### config.mk
export PLATFORM = sky130hd
export DESIGN_NAME = serial_byte_tx
export DESIGN_NICKNAME = d
export VERILOG_FILES = /design/src/rtl/ser_pkg.sv /design/src/rtl/serial_tx_shifter.sv /design/src/rtl/serial_byte_tx.sv
export SDC_FILE = /design/constraint.sdc
export NUM_CORES = 1
export LEC_CHECK = 0
export BUFFER_PORTS_ARGS = -buffer_cell sky130_fd_sc_hd__buf_2
export CAP_MARGIN = 20
export CORE_MARGIN = 8
export CORE_UTILIZATION = 39
export DETAILED_ROUTE_END_ITERATION = 8
export GPL_ROUTABILITY_DRIVEN = 0
export PLACE_DENSITY = 0.64
export SLEW_MARGIN = 0
export SYNTH_ARGS = -nofsm -noshare
export SYNTH_HDL_FRONTEND = slang
export SYNTH_SLANG_ARGS = --single-unit
### constraint.sdc
create_clock -name clk -period 1.9 [get_ports clk]
set_input_delay 0.095 -clock clk [delete_from_list [all_inputs] [get_ports clk]]
set_output_delay 0.095 -clock clk [all_outputs]
set_load 0.03 [all_outputs]
### src/rtl/ser_pkg.sv
// Shared types and defaults for the serial byte transmitter.
package ser_pkg;

    typedef enum logic {
        IDLE  = 1'b0,
        SHIFT = 1'b1
    } ser_state_t;

    localparam int SER_WIDTH = 8;

endpackage : ser_pkg

### src/rtl/serial_tx_shifter.sv
// Load/shift register feeding the serial output. Shifts toward bit 0;
// q0 is the bit that goes out on the next shift step.
module serial_tx_shifter
    import ser_pkg::*;
#(
    parameter int WIDTH = SER_WIDTH
) (
    input  logic             clk,
    input  logic             rst,
    input  logic             load,
    input  logic             shift,
    input  logic [WIDTH-1:0] d,
    output logic             q0
);

    logic [WIDTH-1:0] r_q;

    // Load has priority so a back-to-back word replaces the drained one.
    always_ff @(posedge clk or posedge rst) begin
        if (rst) begin
            r_q <= '0;
        end else if (load) begin
            r_q <= d;
        end else if (shift) begin
            r_q <= {1'b0, r_q[WIDTH-1:1]};
        end
    end

    assign q0 = r_q[0];

endmodule : serial_tx_shifter

### src/rtl/serial_byte_tx.sv
// Parallel-in / serial-out transmitter, LSB first, one bit per clk,
// with a valid/ready input handshake and back-to-back frame support.
module serial_byte_tx
    import ser_pkg::*;
#(
    parameter int   WIDTH    = SER_WIDTH,
    parameter logic IDLE_LVL = 1'b0
) (
    input  logic             clk,
    input  logic             rst,
    input  logic [WIDTH-1:0] din,
    input  logic             din_valid,
    output logic             din_ready,
    output logic             sout,
    output logic             sen,
    output logic             busy,
    output logic             done
);

    localparam int              CW   = $clog2(WIDTH);
    localparam logic [CW-1:0]   LAST = CW'(WIDTH - 1);

    ser_state_t      r_state;
    logic [CW-1:0]   r_cnt;
    logic            r_sout;
    logic            r_sen;
    logic            r_done;

    logic            w_last;
    logic            w_accept;
    logic            w_shift;
    logic            w_q0;
    logic [WIDTH-1:0] w_load_word;

    assign w_last    = (r_state == SHIFT) && (r_cnt == LAST);
    assign din_ready = (r_state == IDLE) || w_last;
    assign w_accept  = din_valid && din_ready;
    assign w_shift   = (r_state == SHIFT) && !w_last;

    // Bit 0 leaves directly via sout on the accepting edge, so the shifter
    // holds the word pre-shifted by one and q0 is always the next bit due.
    assign w_load_word = {1'b0, din[WIDTH-1:1]};

    serial_tx_shifter #(.WIDTH(WIDTH)) u_shifter (
        .clk   (clk),
        .rst   (rst),
        .load  (w_accept),
        .shift (w_shift),
        .d     (w_load_word),
        .q0    (w_q0)
    );

    // Frame FSM: bit counter, registered serial output, enable and done pulse.
    always_ff @(posedge clk or posedge rst) begin
        if (rst) begin
            r_state <= IDLE;
            r_cnt   <= '0;
            r_sout  <= IDLE_LVL;
            r_sen   <= 1'b0;
            r_done  <= 1'b0;
        end else begin
            r_done <= 1'b0;
            case (r_state)
                IDLE: begin
                    if (w_accept) begin
                        r_state <= SHIFT;
                        r_sout  <= din[0];
                        r_sen   <= 1'b1;
                        r_cnt   <= '0;
                    end
                end
                SHIFT: begin
                    if (!w_last) begin
                        r_sout <= w_q0;
                        r_cnt  <= r_cnt + CW'(1);
                    end else begin
                        // Last bit retires this edge; chain straight into a
                        // new frame if a word is offered, else fall idle.
                        r_done <= 1'b1;
                        r_cnt  <= '0;
                        if (w_accept) begin
                            r_sout <= din[0];
                            r_sen  <= 1'b1;
                        end else begin
                            r_state <= IDLE;
                            r_sout  <= IDLE_LVL;
                            r_sen   <= 1'b0;
                        end
                    end
                end
                default: r_state <= IDLE;
            endcase
        end
    end

    assign sout = r_sout;
    assign sen  = r_sen;
    assign done = r_done;
    assign busy = (r_state == SHIFT);

endmodule : serial_byte_tx

# == After elaboration in Yosys (flattened, before gate mapping) ==
# Cells that the tools add are included.
# word_totals
reg_bits,15
in_bits,11
# classes
muxes,17
n_bitwise,1
n_reduce_logical,7
n_eq_ne,3
n_addsub,1
# ops
op,n
two-way mux 8 bit,2
two-way mux 1 bit,9
two-way mux 3 bit,2
case mux 1 bit (2 select lines),3
case mux 3 bit (2 select lines),1
"!= test 2 x 1 -> 1 bit, second input constant",2
"adder 3 x 1 -> 3 bit, second input constant",1
"equality test 3 bit, second input constant",1
logical AND 1 bit,3
AND reduction 2 bit,1
nonzero test 2 bit,1
logical NOT 1 bit,1
logical OR 1 bit,1
inverter 1 bit,1

# == Depth between registers and ports, before layout ==
# Gate-level depths: netlist of run 1.
# logic_depth
word_depth,7
ltp_mapped,6
ltp_nobuf,6

# == Cells and area by module ==
# From an unflattened synthesis of run 1, not the netlist that was laid out.
# hier_totals
hier_cells,68
area_unflattened_um2,738.2
# modules_own_cells
mod,cells_each,area_each_um2,n_inst,seq_area_each_um2
serial_tx_shifter,35,372.9,1,200.2
serial_byte_tx,33,365.4,1,175.2

# == Worst setup path before layout of run 1 ==
# OpenSTA, ideal clock, no wires.
# synth_timing
path_kind,flip-flop to flip-flop
from,register r_cnt[0]
to,"register r_sen, in the netlist sen"
path_stages_with_launch,7
setup_slack_ps,481
arrival_ps,1296
setup_time_ps,123
cell_sequence,dfrtp_1 -> ha_1 -> ha_1 -> and2b_4 -> inv_2 -> a21oi_2 -> a21oi_1
# synth_between
elab_chain_len,7
word_cells_on_any_way,10
# synth_lines
item,line,text
from (decl),serial_byte_tx.sv:24,logic [CW-1:0] r_cnt;
from (signal assigned),serial_byte_tx.sv:75,r_cnt <= r_cnt + CW'(1);
equality test 3 bit (*),serial_byte_tx.sv:35,assign w_last = (r_state == SHIFT) && (r_cnt == LAST);
logical AND 1 bit (*),serial_byte_tx.sv:35,
logical OR 1 bit (*),serial_byte_tx.sv:36,assign din_ready = (r_state == IDLE) || w_last;
named net din_ready,serial_byte_tx.sv:13,"output logic din_ready,"
logical AND 1 bit (*),serial_byte_tx.sv:37,assign w_accept = din_valid && din_ready;
two-way mux 1 bit,serial_byte_tx.sv:81,if (w_accept) begin
two-way mux 1 bit,serial_byte_tx.sv:73,if (!w_last) begin
case mux 1 bit (2 select lines),serial_byte_tx.sv:63,case (r_state)
to (signal assigned),serial_byte_tx.sv:68,r_sen <= 1'b1;
to (signal assigned),serial_byte_tx.sv:83,r_sen <= 1'b1;
to (signal assigned),serial_byte_tx.sv:87,r_sen <= 1'b0;
to (decl),serial_byte_tx.sv:26,logic r_sen;
# Mark *: on every way through the listed nets, which the timed path passes. The rest lies on a longest branch. The select of a mux whose other input is x is not followed.
# A chain may end at the register's enable or synchronous reset.

# == Worst setup path after layout of run 1 ==
# layout_timing
from,register r_cnt[0]
to,output din_ready
# layout_between
elab_chain_len,3
# layout_lines
item,line
equality test 3 bit,serial_byte_tx.sv:35
logical AND 1 bit,serial_byte_tx.sv:35
logical OR 1 bit,serial_byte_tx.sv:36
to (decl),serial_byte_tx.sv:13
# Every way passes these cells.

==> results of run 1 <==
-- worst max path at each step --
stage / cells past startpoint / endpoint / slack [ns] / start
3_3_place_gp: 6 / sen$_DFFE_PP0P_ / 0.43 / r_cnt[0]$_DFFE_PP0P_
5_1_grt: 5 / din_ready / 0.07 / r_cnt[0]$_DFFE_PP0P_
6_report: 5 / din_ready / 0.13 / r_cnt[0]$_DFFE_PP0P_
3_5_place_dp: 6 / sen$_DFFE_PP0P_ / 0.42 / r_cnt[0]$_DFFE_PP0P_
2_1_floorplan: 6 / sen$_DFFE_PP0P_ / 0.48 / r_cnt[0]$_DFFE_PP0P_
4_1_cts: 5 / din_ready / 0.12 / r_cnt[0]$_DFFE_PP0P_
-- cell usage after synthesis --
cell / count / area [sq um]
inv_1: 3 / 11.3
o21ai_0: 7 / 35.0
inv_2: 1 / 3.75
nand3_1: 1 / 5.00
dfrtp_1: 14 / 350
a21oi_2: 1 / 8.76
ha_1: 2 / 25.0
and2b_4: 1 / 10.0
buf_4: 1 / 7.51
a32o_1: 1 / 10.0
and2_1: 1 / 6.26
a22oi_1: 1 / 7.51
buf_6: 1 / 11.3
mux2i_1: 7 / 70.1
o21ai_1: 1 / 5.00
nor2_1: 2 / 7.51
a21oi_1: 1 / 5.00
nand2_1: 11 / 41.3
-- routing by layer --
layer | vias to the layer above | GRT usage | wire length, microns
li1 | 226 | - | -
met1 | 196 | 0.0954 | 553
met2 | 10 | 0.122 | 523
met3 | 4 | 0.0137 | 35
met4 | 0 | 0.0825 | 47
met5 | - | 0 | 0
-- what timing repair did --
item / in CTS / in global routing
gates resized for setup: 0 / 0
endpoints found under the setup margin: 0 / 0
hold buffers: 1 / 0
hold endpoints to repair: 14 / 0
-- area by class of cell --
| class | count | area [sq um] |
|---|---|---|
| Multi-Input combinational cell | 37 | 236 |
| Tap cell | 16 | 20.0 |
| Clock buffer | 3 | 22.5 |
| Sequential cell | 14 | 350 |
| Timing Repair Buffer | 16 | 85.1 |
| Fill cell | 156 | 777 |
| Inverter | 4 | 15.0 |
-- state kept, by name, summed over array words and instances, names as in the netlist --
name and cells:
u_shifter.r_q 7, done 1, sen 1, r_cnt 3, sout 1, busy 1
-- stage by stage --
| step | setup WS, ns | instances | util |
|---|---|---|---|
| 2_1_floorplan | 0.481 | 57 | - |
| 3_3_place_gp | 0.434 | 86 | 0.463 |
| 3_5_place_dp | 0.416 | 86 | 0.463 |
| 4_1_cts | 0.123 | 90 | 0.484 |
| 5_1_grt | 0.0653 | 90 | 0.484 |
| 6_report | 0.133 | 90 | 0.484 |
-- kinds of logic after synthesis --
| family | count (synthesis) |
|---|---|
| compound gates | 12 |
| fa+ha+maj | 2 |
| flops | 14 |
| mux | 7 |
| simple gates | 16 |
| buf+inv | 6 |
-- report_power, final --
part	internal (uW)	total, uW	switching [uW]
clock	73.5	166	92.7
sequential	415	483	67.9
combinational	158	408	250
-- critical path: cells and delay by family, from the launching register on --
kind	cells	cell delay [ns]
flops	1	0.40
fa+ha+maj	2	0.39
simple gates	1	0.34
buf+inv	2	0.26
==> flow_summary.toml, run 1 <==
[sta]
setup_tns_ns = 0
slew_violations = 0
whs_ns = 0.0501
clock.fmax_mhz = 566
fin_worst_skew_ns = 0.00179
period_share = 0.930
rsz0062_at_grt = "no"
hold_violations = 0
worst_pin_slew_ns = 0.508
min_period_ns = 1.77
relSlewSlack = 0.661
final-setup-viol-count = 0

[logic_synthesis]
synthAdderAreaFrac = 0.0403
synth.distinct_cells = 18
avgSynthCellArea_sq_um = 10.9
synth.mux.area_fraction = 0.113
syn_inst = 57
synth.cell_area_sq_um = 621
synth-seq-cells = 14
synth-xor-area-share = 0
yosys.area_share.simple = 0.113
syn-num-nets = 70
ys_seq_area_frac = 0.565
yosysWarningCount = 0
synth_top_family_by_area = "compound AO/OA/AOI/OAI gates"
synth_compound_area_frac = 0.115

[routing]
drcViolationCount = 0
wl_per_cell_microns = 12.9
drtPass1Iterations = 2
via_per_inst = 4.84
routed_wl_mm = 1.16
drt-initial-drc-count = 4
antenna_left = 0
vias = 436

[floorplan]
core_region_area_sq_um = 1510
die_w_microns = 55.9
start_util = 0.412
die_area_sq_um = 3120
rows = 14
ios = 16
fp.dieH_microns = 55.9

[hold_path]
holdPathStages = 3
min_path_type = "input port to flop"
min_to = "sout$_DFFE_PP0P_"
hold_start = "din[0]"

[place]
io_buffers = 15
dpl_cell_area_sq_um = 697
place_hpwl_microns = 874

[clock_tree]
clockBufferDepth = 2
cts_sinks = 14
cts_buffers = 3
cts_max_level = 1
cts_root_buffer = "clkbuf_4"
cts_tree = "built"
cts_setup_buffers = 0
clk_pin_slew_worst_paths_ns = 0.08
clk_latency_ns = 0.28

[grt]
grt_pass1_wl_mm = 2.04
grt_max_degree = 17
first_global_vias = 466
grt_antenna_before_repair = 0
grt_use_total = 0.0823
grt-ovfl-total = 0

[setup_path]
crit_fanout = 16
reg2reg_to = "sen$_DFFE_PP0P_"
worstSetupEndpointType = "output port"
worstPathRequired_ns = 1.80
critPathKind = "flop to output port"
critPathSlowestCell = "dfrtp_1"
reg2reg_slack_ns = 0.41
arrival_ns = 1.67
cp_common_cell = "ha_1"
path_cells = "ha_1, ha_1, and2b_4, inv_2, buf_2"
start_kind = "flop"
slowest_delay_ns = 0.40
reg2regPathDepth = 6
worstReg2RegStart = "r_cnt[0]$_DFFE_PP0P_"

[job]
cap_violations = 0

[layout]
layout_commonest_cell = "buf_2"
synthToLayoutAreaGrowth_pct = 17.5
drive_above_1_share = 0.284
layout.nets = 89
stdcell_area_sq_um = 729
antenna_cells = 0
layout_common_cells = "buf_2, dfrtp_1, nand2_1"

[pwr]
power_density_nw_per_um2 = 1450
ir_worst_vdd_uv = 679
power_leakage_uw = 0.000391
finalPower_uw = 1060

[status]
status = "finished, final reports clean"
Note: power is estimated with default switching activity, not from simulation.
==> run 2, diff against run 1 <==
Settings changed: PLACE_DENSITY 0.64 to 0.73.
==> flow_summary.toml, run 2 (synthesized netlist as in run 1, its figures left out) <==
[sta]
setup_tns_ns = 0
worst_pin_slew_ns = 0.498
rsz0062_at_grt = "no"
whs_ns = 0.0633
clock.fmax_mhz = 565
final-setup-viol-count = 0
slew_violations = 0
min_period_ns = 1.77
fin_worst_skew_ns = 0.00184
hold_violations = 0
period_share = 0.932
relSlewSlack = 0.667

[grt]
grt_util_met2 = 0.123
grt_use_total = 0.0784
top_usage_layer = "met2"
first_global_vias = 492
grt_antenna_before_repair = 0
grt-ovfl-total = 0
grt_pass1_wl_mm = 1.98
grt_use_met1 = 0.0803
met3_usage = 0.0320
grt_max_degree = 17

[clock_tree]
clk_pin_slew_worst_paths_ns = 0.08
cts_root_buffer = "clkbuf_4"
clk_latency_ns = 0.27
cts_max_level = 1
cts_setup_buffers = 0
cts_tree = "built"
cts_buffers = 3
clockBufferDepth = 2
cts_sinks = 14

[job]
cap_violations = 0

[pwr]
ir_worst_vdd_uv = 658
power_density_nw_per_um2 = 1450
power_leakage_uw = 0.000391
finalPower_uw = 1060

[floorplan]
fp.dieH_microns = 55.9
start_util = 0.412
ios = 16
core_region_area_sq_um = 1510
die_w_microns = 55.9
rows = 14
die_area_sq_um = 3120

[layout]
top_regs = "u_shifter.r_q (7), r_cnt (3)"
drive_above_1_share = 0.284
nFillCells = 141
antenna_cells = 0
largest_register = "u_shifter.r_q"
multi_input_area_sq_um = 236
regArea_sq_um = 350
layout.nets = 89
layout_commonest_cell = "buf_2"
layout_common_cells = "buf_2, dfrtp_1, nand2_1"
synthToLayoutAreaGrowth_pct = 17.5
largest_reg_flops = 7

[routing]
wl_per_cell_microns = 12.6
drt-initial-drc-count = 4
routed_wl_mm = 1.14
antenna_left = 0
drtPass1Iterations = 4
drcViolationCount = 0
via_per_inst = 5.02
vias = 452

[setup_path]
worstPathRequired_ns = 1.80
crit_family = "flip-flops"
crit_fanout = 16
crit_buf_inv = 2
cp_common_cell = "ha_1"
arrival_ns = 1.67
slowest_delay_ns = 0.40
path_cells = "ha_1, ha_1, and2b_4, inv_2, buf_2"
worstSetupEndpointType = "output port"
start_kind = "flop"
critPathKind = "flop to output port"
critPathSlowestCell = "dfrtp_1"

[place]
place_hpwl_microns = 877
io_buffers = 15

[status]
status = "finished, final reports clean"

[hold_path]
min_path_type = "input port to flop"
==> run 2: cell counts in the layout (fill, tap and decap cells not counted) <==
Identical to the previous run, type by type.
==> run 2: where the power goes <==
group          switching, uW  internal (uW)
Sequential              67.3            415
Clock                   87.9           73.4
Combinational            253            158
Total                    408            647
==> run 2: through the flow <==
step | instances | instance area (sq um) | utilization | worst slack [ns]
global placement | 86 | 697 | 0.463 | 0.444
detailed placement | 86 | 697 | 0.463 | 0.412
CTS | 90 | 729 | 0.484 | 0.125
finish | 90 | 729 | 0.484 | 0.130
floorplan | 57 | 621 | - | 0.481
global route | 90 | 729 | 0.484 | 0.0330
==> run 2: per-layer routing <==
layer  vias to the layer above  share of wire
li1                        228              -
met1                       205           0.47
met2                        14           0.43
met3                         5          0.069
met4                         0          0.033
met5                         -              0
==> run 2: tightest hold or removal path, delay by kind of cell <==
| family | cells | cell delay [ns] |
|---|---|---|
| AND/OR/NAND/NOR | 2 | 0.14 |
| buffers and inverters | 1 | 0.07 |
==> run 2: worst paths after layout <==
| kind | startpoint | to | slack [ns] | depth (start not counted) |
|---|---|---|---|---|
| max | r_cnt[0]$_DFFE_PP0P_ | din_ready | 0.13 | 5 |
| max reg2reg | r_cnt[0]$_DFFE_PP0P_ | sen$_DFFE_PP0P_ | 0.40 | 6 |
| min | din[0] | sout$_DFFE_PP0P_ | 0.06 | 3 |
| max in group asynchronous | rst | u_shifter.r_q[0]$_DFFE_PP0P_ | 1.18 | 3 |
| min reg2reg | r_cnt[0]$_DFFE_PP0P_ | r_cnt[0]$_DFFE_PP0P_ | 0.49 | 1 |
| min in group asynchronous | rst | u_shifter.r_q[4]$_DFFE_PP0P_ | 0.38 | 3 |
==> run 2: timing repair <==
item,in CTS,in global routing
endpoints found under the hold margin,14,0
hold buffers,1,0
resized for setup,0,0
==> run 2: layout make-up <==
cell class / instances / share of cell area
Timing Repair Buffer: 16 / 0.117
Inverter: 4 / 0.0206
Clock buffer: 3 / 0.0309
Sequential cell: 14 / 0.480
Tap cell: 16 / 0.0274
Multi-Input combinational cell: 37 / 0.324
==> run 3, diff against run 2 <==
Settings changed: GPL_TIMING_DRIVEN set to 0.
==> flow_summary.toml, run 3 (synthesized netlist as in run 1, its figures left out) <==
[routing]
via_per_inst = 4.91
antenna_left = 0
drtPass1Iterations = 4
wl_per_cell_microns = 12.2
drcViolationCount = 0
vias = 457
drt-initial-drc-count = 14
routed_wl_mm = 1.14

[sta]
min_period_ns = 1.70
fin_worst_skew_ns = 0.00697
setup_ws_ns = 0.200
worst_pin_slew_ns = 0.507
final-setup-viol-count = 0
period_share = 0.895
relSlewSlack = 0.661
setup_tns_ns = 0
clock.fmax_mhz = 588
slew_violations = 0
hold_violations = 0
rsz0062_at_grt = "no"

[setup_path]
reg2reg_to = "u_shifter.r_q[1]$_DFFE_PP0P_"
critPathKind = "flop to output port"
startpoint = "r_cnt[0]$_DFFE_PP0P_"
start_kind = "flop"
worstReg2RegStart = "r_cnt[0]$_DFFE_PP0P_"
worstSetupEndpointType = "output port"
reg2reg_slack_ns = 0.48
crit_family = "flip-flops"
crit_fanout = 7
path_cells = "ha_1, ha_1, and2b_4, inv_2, buf_2"
worstPathRequired_ns = 1.80
critPathCapture = "din_ready"
reg2regPathDepth = 5
slowest_delay_ns = 0.40
cp_common_cell = "ha_1"
critPathSlowestCell = "dfrtp_1"
critical_path_depth = 5
arrival_ns = 1.60
crit_buf_inv = 2

[floorplan]
die_w_microns = 55.9
fp.dieH_microns = 55.9
ios = 16
core_region_area_sq_um = 1510
rows = 14
die_area_sq_um = 3120
start_util = 0.412

[grt]
grt-ovfl-total = 0
grt_max_degree = 15
grt_use_total = 0.0787
grt_pass1_wl_mm = 1.98
first_global_vias = 488
grt_antenna_before_repair = 0

[pwr]
power_density_nw_per_um2 = 1480
ir_worst_vdd_uv = 667
power_leakage_uw = 0.000409

[layout]
drive_above_1_share = 0.312
layout_commonest_cell = "buf_2"
synthToLayoutAreaGrowth_pct = 22.8
layout_common_cells = "buf_2, dfrtp_1, nand2_1"
layout.nets = 91
largest_reg_flops = 7
nFillCells = 141
top_regs = "u_shifter.r_q (7), r_cnt (3)"
stdcell_count = 93
largest_register = "u_shifter.r_q"
antenna_cells = 0
fin_util = 0.506

[clock_tree]
cts_tree = "built"
cts_buffers = 3
cts_root_buffer = "clkbuf_4"
cts_sinks = 14
clk_latency_ns = 0.28
clk_pin_slew_worst_paths_ns = 0.09
cts_max_level = 1
clockBufferDepth = 2

[place]
pre_cts_slack_ns = 0.476
io_buffers = 15
dpl.cell_count = 88
place_hpwl_microns = 882

[job]
cap_violations = 0

[hold_path]
min_path_type = "input port to flop"

[status]
status = "finished, final reports clean"
-- run 3: cell type report --
type | instances | area [sq um] | share of cell area
buffer | 2 | 18.8 | 0.0246
clock buffer | 4 | 36.3 | 0.0476
inverter | 4 | 15.0 | 0.0197
multi-input combinational | 37 | 236 | 0.310
sequential | 14 | 350 | 0.460
tap | 16 | 20.0 | 0.0263
timing repair buffer | 16 | 85.1 | 0.112
-- run 3: layer usage --
metal  wire length (microns)  global-route usage  up-vias  part of all wire
li1                        -                   -      231                 -
met5                       0                   0        -                 0
met1                     505              0.0867      205              0.44
met2                     520               0.109       17              0.46
met4                      34              0.0859        0             0.030
met3                      75              0.0274        4             0.066
-- run 3: timing repair --
action,CTS,global route
hold buffers,1,0
setup buffers,0,0
resized for setup,0,0
hold endpoints to repair,14,0
-- run 3: stage by stage --
stage	cell area (sq um)	hold slack (ns)	power (uW)
after floorplan	621	-0.0158	814
after global placement	716	0.154	915
after detailed placement	716	0.159	928
after CTS	762	0.0507	1150
after global routing	762	0.0634	1230
final	762	0.0602	1130
-- run 3: how the worst min path moves through the flow --
stage	startpoint	to	depth (start not counted)
floorplan	rst	busy$_DFF_PP0_	1
global placement	rst	done$_DFF_PP0_	2
detailed placement	rst	done$_DFF_PP0_	2
CTS	din[0]	sout$_DFFE_PP0P_	3
global route	din[0]	sout$_DFFE_PP0P_	3
finish	din[0]	sout$_DFFE_PP0P_	3
-- run 3: worst min-delay path, stage by stage --
cell     delay (ns)
buf_2          0.08
nand3_1        0.07
nand2_1        0.06
-- run 3: power by group --
| part | internal [uW] | switching (uW) | total (uW) |
|---|---|---|---|
| Sequential | 415 | 66.4 | 482 |
| Combinational | 178 | 256 | 434 |
| Clock | 117 | 95.8 | 212 |
| Total | 710 | 418 | 1130 |
